## src/rtl/btn_event_decoder.sv

```systemverilog
// Turns the debounced button level into one-cycle short, long and double press pulses.
// A single counter times both the long-hold threshold and the double-press release window.
module btn_event_decoder #(
  parameter int unsigned LONG_DELAY = 32'd64000000,
  parameter int unsigned DOUBLE_GAP = 32'd19200000
) (
  input  logic clk,
  input  logic rst,
  input  logic din,
  output logic pressed,
  output logic short_press,
  output logic long_press,
  output logic double_press
);

  localparam int unsigned MAX_DELAY = (LONG_DELAY > DOUBLE_GAP) ? LONG_DELAY : DOUBLE_GAP;
  localparam int unsigned CNT_W     = $clog2(MAX_DELAY + 32'd1);
  localparam logic [CNT_W-1:0] LONG_TC  = CNT_W'(LONG_DELAY - 32'd1);
  localparam logic [CNT_W-1:0] GAP_TC   = CNT_W'(DOUBLE_GAP - 32'd1);
  localparam logic [CNT_W-1:0] CNT_ZERO = {CNT_W{1'b0}};
  localparam logic [CNT_W-1:0] CNT_ONE  = {{(CNT_W-1){1'b0}}, 1'b1};

  typedef enum logic [1:0] {
    ST_IDLE    = 2'd0,
    ST_PRESSED = 2'd1,
    ST_GAP     = 2'd2,
    ST_HELD    = 2'd3
  } state_t;

  state_t           state_r;
  state_t           state_s;
  logic [CNT_W-1:0] cnt_r;
  logic [CNT_W-1:0] cnt_s;
  logic             din_q_r;
  logic             din_qq_r;
  logic             rise_s;
  logic             fall_s;
  logic             short_s;
  logic             long_s;
  logic             double_s;
  logic             double_pend_r;

  // Input pipeline; during reset both stages track din so a held button makes no rise.
  always_ff @(posedge clk) begin
    if (rst) begin
      din_q_r  <= din;
      din_qq_r <= din;
      pressed  <= 1'b0;
    end else begin
      din_q_r  <= din;
      din_qq_r <= din_q_r;
      pressed  <= din;
    end
  end

  assign rise_s = din_q_r & ~din_qq_r;
  assign fall_s = ~din_q_r & din_qq_r;

  // Next-state and event decode; a release beats the long timeout, a re-press beats the gap timeout.
  always_comb begin
    state_s  = state_r;
    short_s  = 1'b0;
    long_s   = 1'b0;
    double_s = 1'b0;
    case (state_r)
      ST_IDLE: begin
        if (rise_s) begin
          state_s = ST_PRESSED;
        end else begin
          state_s = ST_IDLE;
        end
      end
      ST_PRESSED: begin
        if (fall_s) begin
          state_s = ST_GAP;
        end else if (cnt_r == LONG_TC) begin
          long_s  = 1'b1;
          state_s = ST_HELD;
        end else begin
          state_s = ST_PRESSED;
        end
      end
      ST_GAP: begin
        if (rise_s) begin
          double_s = 1'b1;
          state_s  = ST_HELD;
        end else if (cnt_r == GAP_TC) begin
          short_s = 1'b1;
          state_s = ST_IDLE;
        end else begin
          state_s = ST_GAP;
        end
      end
      ST_HELD: begin
        if (!din_q_r) begin
          state_s = ST_IDLE;
        end else begin
          state_s = ST_HELD;
        end
      end
      default: begin
        state_s = ST_IDLE;
      end
    endcase
  end

  // Shared timeout counter: restarts on any state change, runs only while timing a press or gap.
  always_comb begin
    cnt_s = CNT_ZERO;
    if (state_s != state_r) begin
      cnt_s = CNT_ZERO;
    end else if ((state_r == ST_PRESSED) || (state_r == ST_GAP)) begin
      cnt_s = cnt_r + CNT_ONE;
    end else begin
      cnt_s = CNT_ZERO;
    end
  end

  // State, counter and registered event pulses; double press is staged one extra cycle.
  always_ff @(posedge clk) begin
    if (rst) begin
      state_r       <= ST_IDLE;
      cnt_r         <= CNT_ZERO;
      short_press   <= 1'b0;
      long_press    <= 1'b0;
      double_pend_r <= 1'b0;
      double_press  <= 1'b0;
    end else begin
      state_r       <= state_s;
      cnt_r         <= cnt_s;
      short_press   <= short_s;
      long_press    <= long_s;
      double_pend_r <= double_s;
      double_press  <= double_pend_r;
    end
  end

endmodule

```

## config.mk

```make
export PLATFORM = sky130hd
export DESIGN_NAME = btn_event_decoder
export DESIGN_NICKNAME = d
export VERILOG_FILES = /design/src/rtl/btn_event_decoder.sv
export SDC_FILE = /design/constraint.sdc
export NUM_CORES = 1
export LEC_CHECK = 0
export ABC_AREA = 1
export CAP_MARGIN = 10
export CORE_MARGIN = 5
export CORE_UTILIZATION = 40
export DETAILED_ROUTE_END_ITERATION = 7
export PLACE_DENSITY = 0.61
export SLEW_MARGIN = 40
export SYNTH_ARGS = -nofsm -noshare
export SYNTH_HDL_FRONTEND = slang
export SYNTH_SLANG_ARGS = --single-unit
```

## constraint.sdc

```tcl
create_clock -name clk -period 3.2 [get_ports clk]
set_input_delay 0.48 -clock clk [delete_from_list [all_inputs] [get_ports clk]]
set_output_delay 0.48 -clock clk [all_outputs]
set_load 0.02 [all_outputs]
```

==> flow_summary.ini <==
[timing]
fmax_ghz = 0.476
relSlewSlack_pct = 70.1
fin_tns_setup_ps = 0
rsz0062_at_grt = false
period_share_pct = 65.7
setup_viol_count_final = 0
max_slew.worst_pin.slew_ps = 449
skew_ps = 5.46
slew_violations = 0
hold_viol = 0
min_period_ps = 2100

[synthesis]
synth_edf_count = 0
synthMostInstantiatedCell = nand2_1
async_reset_ff_share_pct = 0
synth_top_area_share_pct = 39.1
yosysTopAreaCell = dfxtp_1
synth_commonest_cells = 43 x nand2_1, 38 x inv_1, 38 x nor2_1, 35 x dfxtp_1, 21 x nor2_2
ys.flop_type = dfxtp_1
yosys_warnings = 0
synth.distinct_cells = 21
synth_nets = 250
postSynthAreaPerCell_um2 = 7.40
synth_area_um2 = 1790
postSynthCellCount = 242
ys_seq_area_share_pct = 39.1
ys_top_cells_by_area = dfxtp_1 39%, nand2_1 9.0%, xor2_1 8.8%
ys_seq_elements = 35

[critical_path]
cp_common_cell = inv_1
crit_buf_inv = 3
required_ps = 3400
crit_chain = inv_1 -> ha_1 -> inv_1 -> o21ai_0 -> nand2_1 -> nand2_1 -> inv_1 -> nor2_1 -> nor3_1 -> nand3_4 -> nor2_1
slowest_delay_ps = 390
cp_slowest_cell = dfxtp_1
worstPathArrival_ps = 2300
crit_path_end_kind = flop
path_max_fanout = 26
startpoint_type = flop
crit_type = flop to flop
crit_family = simple AND/OR/NAND/NOR gates

[grt]
grt_start_max_net_pins = 27
grt-ovfl-total = 0
grt_pass1_wl_mm = 5.83
antenna_found_initial = 0
track_usage_pct = 11.8
grt_pass1_vias = 1383

[final_layout]
syn_to_final_growth_pct = 10.4
seq_area_um2 = 701
fillerInstances = 449
multiInputGateArea_um2 = 922
fin_nets = 260
drive_gt1_share_pct = 13.1
diodes = 0

[placed_design]
port_buffers = 6
post-dp-hpwl_mm = 2.44
gp_congestion = 0.821

[power]
ir_drop_mv = 0.229
power_mw = 0.783
p_per_area_nw_per_um2 = 396
leakagePower_nw = 0.662

[min_path]
hold_class = flop to flop

[floorplanning]
start_util_pct = 41.1
die_w_um = 76.9
die_y_um = 76.9
dieArea_um2 = 5920
io_pins = 7
rows = 24
coreArea_um2 = 4350

[drt]
wl_mm = 3.19
final_antenna_net_count = 0
drt_iter0_drc = 67
vias = 1371
drc = 0
via_per_inst = 4.51
first_pass_iters = 4
wl_per_cell_um = 10.5

[flow_run]
cap_violations = 0

[clock_network]
h-tree-depth = 2
numCtsBuffers = 5
post_cts_resized = 0
cts_setup_buffers = 0
cts-root-buf = clkbuf_8
cts.hold.buffers_added = 0
path_clk_slew_ps = 60
cts_buffer_depth = 2
cts_tree = yes
cts_sinks = 35
clk_latency_ps = 280

[outcome]
status = complete, no violations
==> through the flow <==
| stage | util, % | area (um2) | hold WS (ps) | setup slack [ps] | instances |
|---|---|---|---|---|---|
| 2_1_floorplan | - | 1790 | 388 | 1490 | 242 |
| 3_3_place_gp | 43.4 | 1890 | 404 | 1130 | 297 |
| 3_5_place_dp | 43.4 | 1890 | 401 | 1070 | 297 |
| 4_1_cts | 45.4 | 1980 | 412 | 1100 | 304 |
| 5_1_grt | 45.4 | 1980 | 435 | 843 | 304 |
| 6_report | 45.4 | 1980 | 405 | 1100 | 304 |
==> placed cells by master (no fill, tap or decap) <==
| cell | count |
|---|---|
| nand4_1 | 6 |
| nand3_4 | 1 |
| nor3_1 | 7 |
| o21ai_0 | 4 |
| nand3_1 | 7 |
| ha_1 | 5 |
| clkdlybuf4s50_1 | 6 |
| nand2_2 | 2 |
| and3_2 | 1 |
| nor2_1 | 38 |
| xor2_1 | 18 |
| clkbuf_8 | 6 |
| inv_1 | 38 |
| nand2_1 | 43 |
| nand3b_1 | 1 |
| dfxtp_1 | 35 |
| nor4_1 | 4 |
| clkinv_2 | 1 |
| nor2_4 | 1 |
| nor2_2 | 21 |
| a21oi_1 | 1 |
| xnor2_1 | 6 |
==> power breakdown <==
part | internal (mW) | leakage [nW] | switching, mW
combinational | 0.00844 | 0.332 | 0.0160
sequential | 0.439 | 0.283 | 0.00251
clock | 0.169 | 0.0470 | 0.148
==> cells by family (layout without fill, tap and decap cells) <==
group           count (synthesis)  after routing  synth area share, %
flops                          35             35                 39.1
buf+inv                        41             51                 9.43
simple gates                  132            132                 34.8
compound gates                  5              5                 1.40
xor+xnor                       24             24                 11.7
fa+ha+maj                       5              5                 3.49
==> flip-flops by register name (all words and copies together) (netlist names) <==
name and flops:
state_r 2, double_press 1, cnt_r 26, double_pend_r 1, din_qq_r 1, pressed 1, long_press 1, din_q_r 1
short_press 1
==> cell type report <==
type / count / area share (%)
Multi-Input combinational cell: 166 / 46.6
Sequential cell: 35 / 35.4
Inverter: 38 / 7.21
Clock buffer: 6 / 4.17
Tap cell: 52 / 3.29
Timing Repair Buffer: 6 / 3.04
Clock inverter: 1 / 0.253
==> worst reg2reg max path, delay by kind of cell, from the launching register on <==
family	cells	cell delay (ps)
adders and majority gates	1	210
AOI/OAI and AO/OA	1	90
and+or+nand+nor	6	1070
buffers and inverters	3	260
DFF	1	390
==> routing by layer <==
layer / wire, um / vias up / part of all wire [%] / GRT usage, %
met4: 19 / 0 / 0.60 / 3.67
met2: 1490 / 10 / 47 / 19.4
met3: 75 / 2 / 2.4 / 3.51
met5: 0 / - / 0 / 0
li1: - / 748 / - / -
met1: 1610 / 611 / 51 / 14.8
==> path summary, 6_finish.rpt <==
check,startpoint,slack (ps),depth (start not counted),endpoint
worst max-delay path,state_r[1],1100,11,cnt_r[22]
worst min register to register,double_pend_r,410,2,double_press
worst min-delay path,double_pend_r,410,2,double_press
worst max register to register,state_r[1],1100,11,cnt_r[22]
No activity file was read; power rests on OpenSTA's default activity.
